[src/rtl/pp_shift_accumulator_if.sv]
// Beat-in / result-out handshake bundle for the shifting partial-product accumulator.
interface pp_shift_accumulator_if #(
  parameter int unsigned SIZE    = 45,
  parameter int unsigned RADIX   = 54,
  parameter int unsigned SHIFT_W = 7,
  parameter int unsigned CNT_W   = 3
);
  logic                 in_valid;
  logic                 in_ready;
  logic [SIZE-1:0]      in_data;
  logic [SHIFT_W-1:0]   in_shift;
  logic                 in_last;
  logic                 out_valid;
  logic                 out_ready;
  logic [2*RADIX-1:0]   out_data;
  logic                 out_ovf;
  logic [CNT_W-1:0]     out_beats;
  logic                 out_err;

  modport master (
    output in_valid, in_data, in_shift, in_last, out_ready,
    input  in_ready, out_valid, out_data, out_ovf, out_beats, out_err
  );

  modport slave (
    input  in_valid, in_data, in_shift, in_last, out_ready,
    output in_ready, out_valid, out_data, out_ovf, out_beats, out_err
  );
endinterface

[src/rtl/pp_shift_accumulator.sv]
// Accumulates shifted partial products one beat at a time and emits one 2*RADIX-bit sum per group,
// flagging bits lost to shift truncation or carry-out and groups force-closed at NUM_PP beats.
module pp_shift_accumulator #(
  parameter int unsigned SIZE    = 45,
  parameter int unsigned RADIX   = 54,
  parameter int unsigned NUM_PP  = 6,
  parameter int unsigned SHIFT_W = 7,
  parameter int unsigned CNT_W   = $clog2(NUM_PP + 1)
) (
  input logic                   clk,
  input logic                   rst,
  pp_shift_accumulator_if.slave bus
);

  localparam int unsigned AccW  = 2 * RADIX;
  // Wide enough that no in_data bit can be shifted off the top before truncation is detected.
  localparam int unsigned WideW = AccW + SIZE + (1 << SHIFT_W);

  typedef enum logic {StAcc, StHold} state_e;

  state_e             state_q, state_d;
  logic [AccW-1:0]    acc_q, acc_d;
  logic [CNT_W-1:0]   cnt_q, cnt_d;
  logic               ovf_q, ovf_d;
  logic [AccW-1:0]    data_q, data_d;
  logic               out_ovf_q, out_ovf_d;
  logic [CNT_W-1:0]   beats_q, beats_d;
  logic               err_q, err_d;

  logic [WideW-1:0]   wide;
  logic [AccW-1:0]    shifted;
  logic               trunc_lost;
  logic [AccW:0]      sum;
  logic               accept;
  logic               last_slot;
  logic               close;
  logic               ovf_next;

  always_comb begin
    wide       = WideW'(bus.in_data) << bus.in_shift;
    shifted    = wide[AccW-1:0];
    trunc_lost = |wide[WideW-1:AccW];
    sum        = {1'b0, acc_q} + {1'b0, shifted};
    accept     = (state_q == StAcc) && bus.in_valid;
    last_slot  = (cnt_q == CNT_W'(NUM_PP - 1));
    close      = accept && (bus.in_last || last_slot);
    ovf_next   = ovf_q | trunc_lost | sum[AccW];
  end

  always_comb begin
    state_d   = state_q;
    acc_d     = acc_q;
    cnt_d     = cnt_q;
    ovf_d     = ovf_q;
    data_d    = data_q;
    out_ovf_d = out_ovf_q;
    beats_d   = beats_q;
    err_d     = err_q;
    unique case (state_q)
      StAcc: begin
        if (accept) begin
          acc_d = sum[AccW-1:0];
          cnt_d = cnt_q + CNT_W'(1);
          ovf_d = ovf_next;
          if (close) begin
            data_d    = sum[AccW-1:0];
            out_ovf_d = ovf_next;
            beats_d   = cnt_q + CNT_W'(1);
            // in_last on the final slot is a clean close, not an error.
            err_d     = ~bus.in_last;
            state_d   = StHold;
          end
        end
      end
      StHold: begin
        if (bus.out_ready) begin
          acc_d   = '0;
          cnt_d   = '0;
          ovf_d   = 1'b0;
          state_d = StAcc;
        end
      end
      default: state_d = StAcc;
    endcase
  end

  always_ff @(posedge clk) begin
    if (rst) begin
      state_q   <= StAcc;
      acc_q     <= '0;
      cnt_q     <= '0;
      ovf_q     <= 1'b0;
      data_q    <= '0;
      out_ovf_q <= 1'b0;
      beats_q   <= '0;
      err_q     <= 1'b0;
    end else begin
      state_q   <= state_d;
      acc_q     <= acc_d;
      cnt_q     <= cnt_d;
      ovf_q     <= ovf_d;
      data_q    <= data_d;
      out_ovf_q <= out_ovf_d;
      beats_q   <= beats_d;
      err_q     <= err_d;
    end
  end

  assign bus.in_ready  = (state_q == StAcc);
  assign bus.out_valid = (state_q == StHold);
  assign bus.out_data  = data_q;
  assign bus.out_ovf   = out_ovf_q;
  assign bus.out_beats = beats_q;
  assign bus.out_err   = err_q;

endmodule
[src/flat_wrapper.sv]
// flat-port wrapper written by rule: the top's interface ports become plain ports
module pp_shift_accumulator_flat 
#(
  parameter int unsigned SIZE    = 45,
  parameter int unsigned RADIX   = 54,
  parameter int unsigned NUM_PP  = 6,
  parameter int unsigned SHIFT_W = 7,
  parameter int unsigned CNT_W   = $clog2(NUM_PP + 1)
)
  (clk, rst, bus_in_valid, bus_in_data, bus_in_shift, bus_in_last, bus_out_ready, bus_in_ready, bus_out_valid, bus_out_data, bus_out_ovf, bus_out_beats, bus_out_err);
  pp_shift_accumulator_if #(.SIZE(SIZE), .RADIX(RADIX), .SHIFT_W(SHIFT_W), .CNT_W(CNT_W)) bus_i ();
  input logic clk;
  input logic rst;
  input wire logic [$bits(bus_i.in_valid)-1:0] bus_in_valid;
  input wire logic [$bits(bus_i.in_data)-1:0] bus_in_data;
  input wire logic [$bits(bus_i.in_shift)-1:0] bus_in_shift;
  input wire logic [$bits(bus_i.in_last)-1:0] bus_in_last;
  input wire logic [$bits(bus_i.out_ready)-1:0] bus_out_ready;
  output wire logic [$bits(bus_i.in_ready)-1:0] bus_in_ready;
  output wire logic [$bits(bus_i.out_valid)-1:0] bus_out_valid;
  output wire logic [$bits(bus_i.out_data)-1:0] bus_out_data;
  output wire logic [$bits(bus_i.out_ovf)-1:0] bus_out_ovf;
  output wire logic [$bits(bus_i.out_beats)-1:0] bus_out_beats;
  output wire logic [$bits(bus_i.out_err)-1:0] bus_out_err;
  assign bus_i.in_valid = bus_in_valid;
  assign bus_i.in_data = bus_in_data;
  assign bus_i.in_shift = bus_in_shift;
  assign bus_i.in_last = bus_in_last;
  assign bus_i.out_ready = bus_out_ready;
  assign bus_in_ready = bus_i.in_ready;
  assign bus_out_valid = bus_i.out_valid;
  assign bus_out_data = bus_i.out_data;
  assign bus_out_ovf = bus_i.out_ovf;
  assign bus_out_beats = bus_i.out_beats;
  assign bus_out_err = bus_i.out_err;
  pp_shift_accumulator #(.SIZE(SIZE), .RADIX(RADIX), .NUM_PP(NUM_PP), .SHIFT_W(SHIFT_W), .CNT_W(CNT_W)) u_core (.clk(clk), .rst(rst), .bus(bus_i));
endmodule
[config.mk]
export PLATFORM = sky130hd
export DESIGN_NAME = pp_shift_accumulator_flat
export DESIGN_NICKNAME = d
export VERILOG_FILES = /design/src/rtl/pp_shift_accumulator_if.sv /design/src/rtl/pp_shift_accumulator.sv /design/src/flat_wrapper.sv
export SDC_FILE = /design/constraint.sdc
export NUM_CORES = 1
export LEC_CHECK = 0
export CAP_MARGIN = 30
export CORE_AREA = 2 2 195 197
export CTS_BUF_LIST = sky130_fd_sc_hd__clkbuf_8 sky130_fd_sc_hd__clkbuf_16
export CTS_CLUSTER_SIZE = 10
export DETAILED_ROUTE_END_ITERATION = 16
export DIE_AREA = 0 0 197 199
export PLACE_DENSITY_LB_ADDON = 0.1
export SLEW_MARGIN = 15
export SYNTH_ARGS = -nofsm -noshare
export SYNTH_HDL_FRONTEND = slang
export SYNTH_SLANG_ARGS = --single-unit
[constraint.sdc]
create_clock -name clk -period 5.3 [get_ports clk]
set_input_delay 0.53 -clock clk [delete_from_list [all_inputs] [get_ports clk]]
set_output_delay 0.53 -clock clk [all_outputs]
set_load 0.05 [all_outputs]
==> results.yml <==
run_status:
  status: "finished with violations"
  violations: "negative setup slack"
yosys:
  ys.flop_type: "dfxtp_1"
  async_flop_share_pct: 0
  synth_cells: 2591
  synth_edf_count: 0
  netlist_area_um2: 19800
  ys_types: 79
  yosysTopAreaCellShare_pct: 22.8
  ys_ff_latch: 226
  synth.avg_cell_area_um2: 7.64
  yosys.area.top_type: "dfxtp_1"
  synth_nets: 2759
  ys_warn_count: 0
  yosys-top-cells-area: "dfxtp_1 (23%), ha_1 (7.0%), nand2_1 (6.6%), a21oi_1 (6.5%), mux4_2 (5.1%)"
  yosysSeqAreaShare_pct: 22.8
global_route:
  grt_pass1_wl_mm: 133
  grt_pass1_vias: 23947
  grt.overflow.total: 0
  track_usage_pct: 43.2
  antenna_found_initial: 0
  grt_max_degree: 78
job:
  maxCapViolCount: 0
cts:
  cts-buffers-inserted: 28
  clk_latency_ps: 560
  clk_path_buf_depth: 3
  path_clk_slew_ps: 60
  cts_tree: "done"
  postCtsHoldBufs: 0
  cts-root-buf: "clkbuf_16"
  cts_sinks: 226
  cts_max_level: 1
finish:
  multiInputGateArea_um2: 15200
  fillCellCount: 2528
  area_growth_pct: 46.9
  final_cell_mix: "buf_4 (736), nand2_1 (345), a21oi_1 (241), nor2_1 (237), dfxtp_1 (226)"
  final_cells: 3838
  drive_gt1_share_pct: 31.8
  finalInstanceArea_um2: 29100
  final_common_cell: "buf_4"
  fin_nets: 3521
  regArea_um2: 4520
floorplanning:
  io_pins: 172
  initial_core_util_pct: 53.3
  dieArea_um2: 39200
  die_h_um: 199
  design.core.area_um2: 37100
  dieWidth_um: 197
  rows: 71
timing:
  relSlewSlack_pct: 38.5
  totalNegativeSetupSlack_ps: -549
  max_clock_freq_mhz: 184
  setup_ws_ps: -142
  hold_viol: 0
  drv_slew: 0
  fin_crit_ps: 5440
  period_share_pct: 103
  tightest_slew_ps: 923
  setup_viol: 11
  finClkSkew_ps: 12.2
power_and_ir_drop:
  power_leakage_nw: 13.2
  fin_total_pwr_mw: 6.37
  vdd_ir_drop_max_mv: 0.266
  power_density_nw_per_um2: 219
placement:
  port_buffers: 171
  place_ws_ps: -1130
  dp_cells: 3758
  hpwl_mm: 66.7
  placed_cell_area_um2: 26900
  gp_congestion: 1.13
route:
  wire_per_inst_um: 23.7
  drt-pass1-iter-count: 11
  ant_nets: 0
  wl_mm: 91.1
  drt_first_iter_violations: 2868
  vias_per_cell: 6.56
  route.detailed.drc: 0
  vias: 25166
worst_setup_path:
  required_ps: 5780
  path_max_fanout: 4
  path_class: "in -> reg"
  cp-end-kind: "flip-flop"
  r2r_start: "u_core.acc_q[10]"
  cp-startpoint: "bus_in_data[0]"
  critPathArrivalTime_ps: 5920
  start_kind: "input port"
worst_hold_path:
  min_path_type: "reg -> reg"
  hold_path.startpoint: "u_core.bus.out_data[80]"
==> synthesized netlist by cell type (all sizes together), types with 10 or more instances <==
master and number:
clkbuf 168, a21o 93, a22o 23, mux2i 65, and2 24, nor2 259
o21ai 156, o31ai 14, o21a 14, ha 110, a21oi 259, a31oi 18
or3 10, a211oi 20, mux4 64, nand3 71, nand4 64, inv 50
o211ai 12, nand2 349, xnor2 52, and3 20, o22ai 27, a22oi 70
mux2 44, dfxtp 226, o21bai 37, nor4 13, nor2b 13, buf 29
and4 10, xor2 36, nor3 37
==> worst paths after layout <==
kind / to / slack, ps / depth (start not counted)
setup / recovery: u_core.bus.out_data[101] / -140 / 23
hold / removal: u_core.bus.out_data[80] / 450 / 2
setup reg to reg: u_core.acc_q[91] / 1460 / 15
hold reg to reg: u_core.bus.out_data[80] / 450 / 2
==> report_power, final <==
group / internal (mW) / switching (mW) / leakage [nW]
Sequential: 1.79 / 0.0664 / 1.83
Clock: 1.02 / 0.743 / 0.419
Combinational: 1.21 / 1.54 / 10.9
Total: 4.02 / 2.34 / 13.2
==> per-stage QoR <==
step / utilization, % / hold WS (ps)
after floorplan: - / 432
after global placement: 72.4 / 442
after detailed placement: 72.5 / 446
after CTS: 75.6 / 453
after global routing: 78.3 / 469
final: 78.3 / 450
==> final cells by class <==
type	count	share of cell area (%)
repair buffers	929	26.6
well taps	474	2.04
inverters	54	0.697
clock inverters	7	0.116
multi-input cells	2114	52.3
clock buffers	33	2.68
flip-flops and latches	226	15.6
diodes	1	0.00860
==> worst max-delay path, cell delays in order <==
cell and delay [ps]:
clkdlybuf4s50_1 490, buf_4 160, nand2b_1 180, mux4_2 580
mux2_4 370, buf_4 180, nor2_1 370, ha_1 240
nand4_1 150, or3_4 390, nor4_4 160, buf_4 160
o211ai_1 100, buf_4 180, a21oi_2 150, buf_4 130
o21ai_1 60, buf_4 170, a2111oi_4 290, buf_4 190
nor2_4 50, or4_4 440, a31oi_4 190
==> sequential cells by signal, summed over array words and instances, names as in the netlist <==
| name | cells |
|---|---|
| u_core.acc_q | 108 |
| u_core.bus.out_data | 108 |
| u_core.bus.out_beats | 3 |
| u_core.bus.out_err | 1 |
| u_core.bus.out_ovf | 1 |
| u_core.cnt_q | 3 |
| u_core.ovf_q | 1 |
| u_core.bus.out_valid | 1 |
==> cell families (layout without fill, tap and decap cells) <==
group | count (synthesis) | count (layout) | share of synthesized area, %
xor+xnor | 88 | 88 | 3.89
buf+inv | 251 | 1023 | 5.11
compound gates | 832 | 832 | 26.8
simple gates | 910 | 910 | 20.9
other cells | 0 | 1 | 0
mux | 173 | 173 | 13.4
flops | 226 | 226 | 22.8
fa+ha+maj | 111 | 111 | 7.05
==> layer usage <==
layer	routed length (µm)	track usage, %	vias to the layer above
met5	0	0	-
met2	41500	72.1	1665
met1	34200	52.9	11896
li1	-	-	11110
met3	8650	7.39	495
met4	6750	24.1	0
==> repair_timing <==
item / CTS / global route
resized for setup: 87 / 202
setup buffers: 10 / 30
pin swaps: 15 / 68
setup endpoints to repair: 69 / 95
Power figures use the tool's default switching activity.
